### config.mk
export PLATFORM = sky130hd
export DESIGN_NAME = aes_stream_sequencer
export DESIGN_NICKNAME = d
export VERILOG_FILES = /design/src/rtl/aes_stream_sequencer.sv
export SDC_FILE = /design/constraint.sdc
export NUM_CORES = 1
export LEC_CHECK = 0
export BUFFER_PORTS_ARGS = -buffer_cell sky130_fd_sc_hd__buf_2
export CAP_MARGIN = 40
export CORE_UTILIZATION = 55
export DETAILED_ROUTE_END_ITERATION = 8
export PLACE_DENSITY = 0.73
export RECOVER_POWER = 25
export SLEW_MARGIN = 20
export SYNTH_ARGS = -nofsm -noshare
export SYNTH_HDL_FRONTEND = slang
export SYNTH_SLANG_ARGS = --single-unit
### constraint.sdc
create_clock -name clock -period 7.3 [get_ports clock]
set_input_delay 1.46 -clock clock [delete_from_list [all_inputs] [get_ports clock]]
set_output_delay 1.46 -clock clock [all_outputs]
set_load 0.03 [all_outputs]
### src/rtl/aes_stream_sequencer.sv
// rtl/aes_stream_sequencer.sv - block sequencer between the 32-bit FIFO shell and the 8-bit AES core (option: AES_SEQ_TIMEOUT_EN)
module aes_stream_sequencer #(
    parameter int DATA_WIDTH     = 32,
    parameter int TIMEOUT_CYCLES = 1024
) (
    input  logic                  clock,
    input  logic                  reset_n,
    input  logic                  data_empty,
    output logic                  data_rd,
    input  logic [DATA_WIDTH-1:0] data_din,
    input  logic                  data_full,
    output logic                  data_wr,
    output logic [DATA_WIDTH-1:0] data_dout,
    output logic                  aes_rst,
    output logic                  aes_input_vld,
    output logic [7:0]            aes_key,
    output logic [7:0]            aes_din,
    input  logic [7:0]            aes_dout,
    input  logic                  aes_d_vld,
    output logic                  busy,
    output logic [15:0]           blocks_done
);

    localparam int TW = $clog2(TIMEOUT_CYCLES) + 1;

    typedef enum logic [2:0] {
        IDLE,
        LOAD,
        FEED,
        COLLECT,
        DRAIN
`ifdef AES_SEQ_TIMEOUT_EN
        , ERR
`endif
    } state_t;

    state_t      state;
    logic [7:0]  pair_key  [16];
    logic [7:0]  pair_data [16];
    logic [7:0]  out_byte  [16];
    logic [3:0]  ld_cnt;
    logic [3:0]  fd_cnt;
    logic [4:0]  col_cnt;
    logic [1:0]  wr_k;
    logic [31:0] drain_word;
    logic [15:0] unused_din;

    assign unused_din = data_din[31:16];
    assign busy       = (state != IDLE);
    assign data_rd    = (state == LOAD) && !data_empty;
    assign drain_word = {out_byte[{wr_k, 2'd3}], out_byte[{wr_k, 2'd2}],
                         out_byte[{wr_k, 2'd1}], out_byte[{wr_k, 2'd0}]};

`ifdef AES_SEQ_TIMEOUT_EN
    localparam logic [TW-1:0] TMO_MAX = TW'(TIMEOUT_CYCLES);
    logic [TW-1:0] tmo_cnt;

    assign data_wr   = ((state == DRAIN) || (state == ERR)) && !data_full;
    assign data_dout = (state == ERR) ? {16'hDEAD, 8'h00, 3'b000, col_cnt} : drain_word;
`else
    logic [TW-1:0] unused_tmo;

    assign unused_tmo = TW'(TIMEOUT_CYCLES);
    assign data_wr    = (state == DRAIN) && !data_full;
    assign data_dout  = drain_word;
`endif

    always_ff @(posedge clock) begin
        if (!reset_n) begin
            state         <= IDLE;
            ld_cnt        <= 4'd0;
            fd_cnt        <= 4'd0;
            col_cnt       <= 5'd0;
            wr_k          <= 2'd0;
            blocks_done   <= 16'd0;
            aes_rst       <= 1'b1;
            aes_input_vld <= 1'b0;
            aes_key       <= 8'd0;
            aes_din       <= 8'd0;
            for (int i = 0; i < 16; i++) begin
                pair_key[i]  <= 8'd0;
                pair_data[i] <= 8'd0;
                out_byte[i]  <= 8'd0;
            end
`ifdef AES_SEQ_TIMEOUT_EN
            tmo_cnt       <= '0;
`endif
        end else begin
            aes_rst <= 1'b0;
            case (state)
                IDLE: begin
                    if (!data_empty) begin
                        state  <= LOAD;
                        ld_cnt <= 4'd0;
                    end
                end
                LOAD: begin
                    if (!data_empty) begin
                        pair_key[ld_cnt]  <= data_din[15:8];
                        pair_data[ld_cnt] <= data_din[7:0];
                        ld_cnt            <= ld_cnt + 4'd1;
                        // Present pair 0 on the edge into FEED so the core sees 16 aligned cycles.
                        if (ld_cnt == 4'd15) begin
                            state         <= FEED;
                            fd_cnt        <= 4'd0;
                            aes_input_vld <= 1'b1;
                            aes_key       <= pair_key[0];
                            aes_din       <= pair_data[0];
                        end
                    end
                end
                FEED: begin
                    if (fd_cnt == 4'd15) begin
                        state         <= COLLECT;
                        fd_cnt        <= 4'd0;
                        aes_input_vld <= 1'b0;
                        col_cnt       <= 5'd0;
`ifdef AES_SEQ_TIMEOUT_EN
                        tmo_cnt       <= '0;
`endif
                    end else begin
                        fd_cnt  <= fd_cnt + 4'd1;
                        aes_key <= pair_key[fd_cnt + 4'd1];
                        aes_din <= pair_data[fd_cnt + 4'd1];
                    end
                end
                COLLECT: begin
                    if (aes_d_vld) begin
                        out_byte[col_cnt[3:0]] <= aes_dout;
                        col_cnt                <= col_cnt + 5'd1;
                        if (col_cnt == 5'd15) begin
                            state <= DRAIN;
                            wr_k  <= 2'd0;
                        end
                    end
`ifdef AES_SEQ_TIMEOUT_EN
                    if (!(aes_d_vld && col_cnt == 5'd15)) begin
                        if (tmo_cnt == TMO_MAX) begin
                            state   <= ERR;
                            aes_rst <= 1'b1;
                        end else begin
                            tmo_cnt <= tmo_cnt + 1'b1;
                        end
                    end
`endif
                end
                DRAIN: begin
                    if (!data_full) begin
                        wr_k <= wr_k + 2'd1;
                        if (wr_k == 2'd3) begin
                            blocks_done <= blocks_done + 16'd1;
                            state       <= IDLE;
                        end
                    end
                end
`ifdef AES_SEQ_TIMEOUT_EN
                ERR: begin
                    if (!data_full) state <= IDLE;
                end
`endif
                default: state <= IDLE;
            endcase
        end
    end

endmodule

# Word-level counts from Yosys, hierarchy flattened
# Memory sizes are Yosys's and may differ from the RTL's. A register that Yosys moved wholly into a read port is not among the register bits.
# Index checks and enable logic that the tools add are counted.
[classes]
div_mod_pow = 0
add_sub_neg = 5
n_eq_ne = 17
mul = 0
n_mux = 61
n_shift = 0
magnitude_cmp = 0
n_bitwise = 1
n_reduce_logical = 21
[ops]
columns = ["cell", "n"]
rows = [
  ["$mux 8", 9],
  ["$mux 4", 16],
  ["$pmux 8 s2", 2],
  ["$mux 3", 8],
  ["$reduce_or 8->1", 3],
  ["$add 16x1->16 const B", 1],
  ["$pmux 4 s2", 2],
  ["$mux 1", 15],
  ["$pmux 3 s5", 1],
  ["$ne 2x2->1 const B", 7],
  ["$reduce_and 3->1", 4],
  ["$reduce_and 4->1", 3],
  ["$mux 5", 2],
  ["$pmux 5 s2", 1],
  ["$add 4x1->4 const B", 2],
  ["$eq 4x4->1 const B", 2],
  ["$reduce_and 8->1", 1],
  ["$reduce_bool 2->1", 4],
  ["$eq 3x2->1 const B", 2],
  ["$mux 2", 3],
  ["$add 5x1->5 const B", 1],
  ["$eq 5x4->1 const B", 1],
  ["$ne 2x1->1 const B", 2],
  ["$pmux 2 s2", 1],
  ["10 further kinds", 12],
]
[word_totals]
mem_count = 3
latchBits = 0
register_bits = 52
rom_bits = 0
in_bits = 45
elab_cells = 118
output_inout_bits = 69
ramBits = 384
[mem_list]
columns = ["name", "words", "width", "rd", "rd_clocked_by_memory_dff", "wr", "line_no", "text"]
rows = [
  ["out_byte", 16, 8, 4, 4, 16, "40", "logic [7:0] out_byte [16];"],
  ["pair_data", 16, 8, 2, 0, 16, "39", "logic [7:0] pair_data [16];"],
  ["pair_key", 16, 8, 2, 0, 16, "38", "logic [7:0] pair_key [16];"],
]

# Depth between registers and ports, before layout
[depth]
depth_word = 6
depth_mapped = 9

# Worst setup path before layout
# Ideal clock, no wire load.
[synth_timing]
path_kind = "input to register"
from = "input reset_n"
to = "memory pair_data[15][0] (enable)"
path_buffers = 0
arrival_ns = 3.195
stages = 4
slack_ns = 3.693
path_cell_list = "inv_1 > nor3b_4 > nand2_2 > o21ai_0"
[synth_rtl]
columns = ["item", "line_no", "text"]
rows = [
  ["from (decl)", "7", "input logic reset_n,"],
  ["to (decl)", "39", ""],
]

==> flow_results.org <==
** Outcome
- Result of the run :: complete, but fails checks
- The checks that failed: design-rule violations, max-capacitance violations, max-slew violations.

** Worst setup path
- The worst register-to-register path ends at pair_key[1][7].
- The critical path crosses 6 cells after its start point.
- In this run the critical register-to-register path is launched from state[0].
- Setup crit end kind :: flop
- For the worst setup path, the data required time is ~7.7 ns.
- The worst setup path is launched from an input pin.
- Following the worst setup path forward leads to its endpoint at aes_din[0].
- Crit-path max FO :: between 60 and 70
- The number of buffers and inverters on the critical path is 3.
- Broken down by cell family, the worst path's largest delay share belongs to buffers and inverters.
- Delay contributed by the slowest stage of the critical path :: 2.43 ns
- CP Cell Sequence :: buf_2 > inv_1 > clkbuf_1 > nor3_1 > a311oi_1 > o21ai_0
- Data arrives at the worst endpoint at 5.54 ns.
- Worst R2R Setup Slack :: roughly 3.4 ns
- The slowest stage of the critical path is the sky130_fd_sc_hd__clkbuf_1 cell.
- The most critical setup path has its startpoint at reset_n.
- Counting cells, the worst reg-to-reg path comes to 8.
- Setup Crit Path Kind :: input pin to flop

** CTS
- Cts repair resizes :: 0
- Number of levels in the clock H-tree :: 2
- Hold_buf cts :: 0
- TritonCTS built the clock tree.
- Clock slew seen by the registers of the worst setup and hold paths :: roughly 0.060 ns
- Clock Path Buffers :: 3
- Num Clock Sinks :: approximately 440
- Root Buffer :: sky130_fd_sc_hd__clkbuf_16
- Once the clock tree was built, the setup fixing pass inserted 0 buffers.
- The clock reaches the later pin of the worst-skew pair after about 0.58 ns.
- Num CTS Buffers :: between 40 and 50

** Global route
- For this run, the total global-route usage over all layers was measured as ~26%.
- Most heavily used metal layer in global routing :: met2
- Met3 usage in global routing :: 4.89%
- After global routing the overflow that remains totals 0.
- Largest net degree at the start of global routing :: 66
- Number of antenna violations at the first check in global routing :: 2
- Number of global-route vias before repair :: around 12k
- Global routing met1 resource utilization :: roughly 36%
- Global routing consumed, on the met2 layer, a little over two fifths of the routing resources.
- Wire length of the first global-routing pass :: about 71 mm

** Detailed routing
- Once detail routing completed, the nets flagged for antenna violations numbered 0.
- 1st-pass router iterations :: 7
- Via/cell ratio :: 5.84
- After detailed routing, the number of remaining DRC violations is 13.
- Violation count after the first detailed-routing iteration :: ~1.3k
- Routed WL :: 46.6 mm
- In the final routed layout, each cell accounts on average for approximately 22 µm.
- Detailed routing inserted a total of approximately 12k vias.

** STA
- Portion of the clock cycle consumed by the worst path in the final layout :: between 60 and 70%
- At the pin with the least slew margin, the transition time is 3.42 ns.
- For the final database, setup skew stands at roughly 0.025 ns.
- The number of failing hold endpoints at the final stage was 0.
- Setup violations remaining at the end of the flow were counted as 0.
- After routing, the total negative slack on setup checks comes to 0 ns.
- The routed design could run at a clock period as short as 5.10 ns.
- Derived from the worst setup path, the maximum achievable clock frequency is slightly below 0.2 GHz.
- Final critical-path setup slack :: 2.20 ns
- Measured against its own limit, the worst slew margin works out to -128%.
- Slew Limit Fails :: 66
- Worst slack on hold paths :: 0.472 ns
- Setup repair after global routing left no endpoint under its margin.

** Layout
- Nets :: around 1.7k
- Antenna diode count :: 0
- The layout has 2657 filler cells.
- Synthesis-to-layout area growth :: 12.4%
- In the final layout, the multi-input gates occupy ~7000 µm².
- Layout cell share with drive strength beyond 1 :: about 16%
- Across the whole layout, storage elements account for around 13000 µm².

** Yosys
- In the synthesized netlist the async set-or-reset flop fraction comes to 0%.
- The most used flip-flop cell after synthesis is sky130_fd_sc_hd__edfxtp_1.
- Among all cell types in the netlist, the one instantiated most often is sky130_fd_sc_hd__and2_1.
- Synthesis produced a netlist with a net count of 1575.
- Largest cells by area after synthesis :: sky130_fd_sc_hd__edfxtp_1 (58%), sky130_fd_sc_hd__and2_1 (12%), sky130_fd_sc_hd__mux4_2 (7.2%)
- Count of different cell masters after synthesis :: 52
- Area fraction of the dominant cell type after synthesis :: about 58%
- Yosys mapped a number of flops with a built-in enable equal to 384.
- A synthesized cell averages about 13 µm².
- The biggest area contributor in the post-synthesis netlist is sky130_fd_sc_hd__edfxtp_1.
- Summed instance area of the synthesized netlist :: about 20000 µm²
- In this run, synthesis produced a sequential element count of roughly 440.
- Most instantiated cells after synthesis :: sky130_fd_sc_hd__and2_1 (385), sky130_fd_sc_hd__edfxtp_1 (384), sky130_fd_sc_hd__nand2_1 (120), sky130_fd_sc_hd__clkbuf_1 (74), sky130_fd_sc_hd__mux4_2 (64)
- Instance count of the mapped netlist :: around 1.5k
- Share of the yosys chip area belonging to registers :: between 60% and 70%
- Yosys printed 0 warnings.

** Die
- Number of primary I/O pins :: 114
- The floorplan has 69 rows.
- The floorplan step defined a die boundary enclosing 37200 µm².
- Core outline area :: ~36000 µm²
- In this run the vertical extent of the chip is 193 µm.
- The initial utilization of the core area, before any placement, comes to ~56%.
- In this run the horizontal extent of the chip is 193 µm.

** Pwr
- Dividing total power by cell area gives a power density of 268 nW/µm².
- Peak supply drop :: between 0.15 and 0.2 mV
- LEAKAGE :: roughly 8 nW

** Job
- Max Cap Violations :: 1

** Place
- Last weighted congestion value of the routability-driven placer :: 0.833
- The count of buffers added on input and output ports is 97.
- Timing analysis after detailed placement gives a worst setup slack of between 3 and 4 ns.
- After legalization and detailed placement, the total HPWL measured between 20 and 30 mm.

** Min path
- Type of the worst min-delay path :: flop to flop
==> registers in the layout, summed over array words and instances (netlist names), named ones only <==
register       count
wr_k               2
ld_cnt             4
fd_cnt             4
blocks_done       16
aes_input_vld      1
pair_data        128
pair_key         128
aes_din            8
state              3
aes_key            8
col_cnt            5
out_byte         128
aes_rst            1
==> through the flow <==
step | utilization (%) | instances | instance area, µm² | power (mW)
after CTS | 63.2 | 2115 | 22600 | 6.05
after global routing | 63.0 | 2118 | 22500 | 6.22
after detailed placement | 59.2 | 2030 | 21200 | 3.85
after global placement | 58.8 | 2016 | 21000 | 3.83
after floorplan | - | 1518 | 20000 | 3.54
final | 63.0 | 2118 | 22500 | 6.02
==> worst register-to-register path, cell delays in order, from the launching register on <==
cell and delay (ns):
sky130_fd_sc_hd__dfxtp_1 0.63, sky130_fd_sc_hd__nor3b_2 0.25, sky130_fd_sc_hd__buf_4 0.30, sky130_fd_sc_hd__nor3b_1 0.53
sky130_fd_sc_hd__nand2_1 0.30, sky130_fd_sc_hd__nor3_1 0.19, sky130_fd_sc_hd__clkbuf_1 0.67, sky130_fd_sc_hd__nand2b_1 0.52
sky130_fd_sc_hd__buf_8 0.22
==> how the worst min path moves through the flow <==
| stage | slack (ns) | endpoint | from | depth (start not counted) |
|---|---|---|---|---|
| 3_5_place_dp | 0.46 | aes_key[2] | aes_key[2] | 2 |
| 5_1_grt | 0.50 | aes_key[5] | aes_key[5] | 2 |
| 4_1_cts | 0.47 | aes_din[0] | aes_din[0] | 2 |
| 2_1_floorplan | 0.48 | ld_cnt[1] | ld_cnt[1] | 2 |
| 3_3_place_gp | 0.44 | aes_key[2] | aes_key[2] | 2 |
| 6_report | 0.47 | aes_key[2] | aes_key[2] | 2 |
==> layout make-up <==
type / count / share of cell area, %
clock inverters: 18 / 0.528
multi-input cells: 968 / 30.9
well taps: 461 / 2.56
repair buffers: 159 / 4.09
flip-flops and latches: 438 / 56.0
clock buffers: 67 / 5.78
inverters: 7 / 0.117
==> logic make-up after synthesis <==
group,Yosys count,synth area share [%]
and+or+nand+nor,708,19.8
muxes,113,9.64
xor gates and xnor gates,19,0.868
DFF,438,63.0
adders and majority gates,12,0.749
AOI/OAI and AO/OA,116,3.71
buffers and inverters,112,2.27
==> placed cells by master (no fill, tap or decap), types with 47 or more instances in the layout <==
cell and instances:
sky130_fd_sc_hd__buf_2 68, sky130_fd_sc_hd__nor2_1 58, sky130_fd_sc_hd__clkbuf_16 47, sky130_fd_sc_hd__dfxtp_1 52, sky130_fd_sc_hd__mux2i_1 49, sky130_fd_sc_hd__clkbuf_1 64, sky130_fd_sc_hd__nand3_1 57, sky130_fd_sc_hd__nand2_1 122
sky130_fd_sc_hd__mux4_2 64, sky130_fd_sc_hd__and2_1 344, sky130_fd_sc_hd__edfxtp_1 384
==> layer usage <==
| layer | routed length [µm] | vias up | part of all wire (%) |
|---|---|---|---|
| li1 | - | 5692 | - |
| met4 | 1070 | 0 | 2.3 |
| met1 | 19300 | 6117 | 41 |
| met3 | 3880 | 70 | 8.3 |
| met2 | 22400 | 498 | 48 |
| met5 | 0 | - | 0 |
==> power breakdown <==
part / switching (mW) / total, mW / leakage, nW / internal (mW)
logic: 0.577 / 0.874 / 3.10 / 0.297
registers: 0.0790 / 2.93 / 4.34 / 2.85
clock network: 0.946 / 2.22 / 0.701 / 1.27
total: 1.60 / 6.02 / 8.14 / 4.42
(Power assumes the default switching activity.)
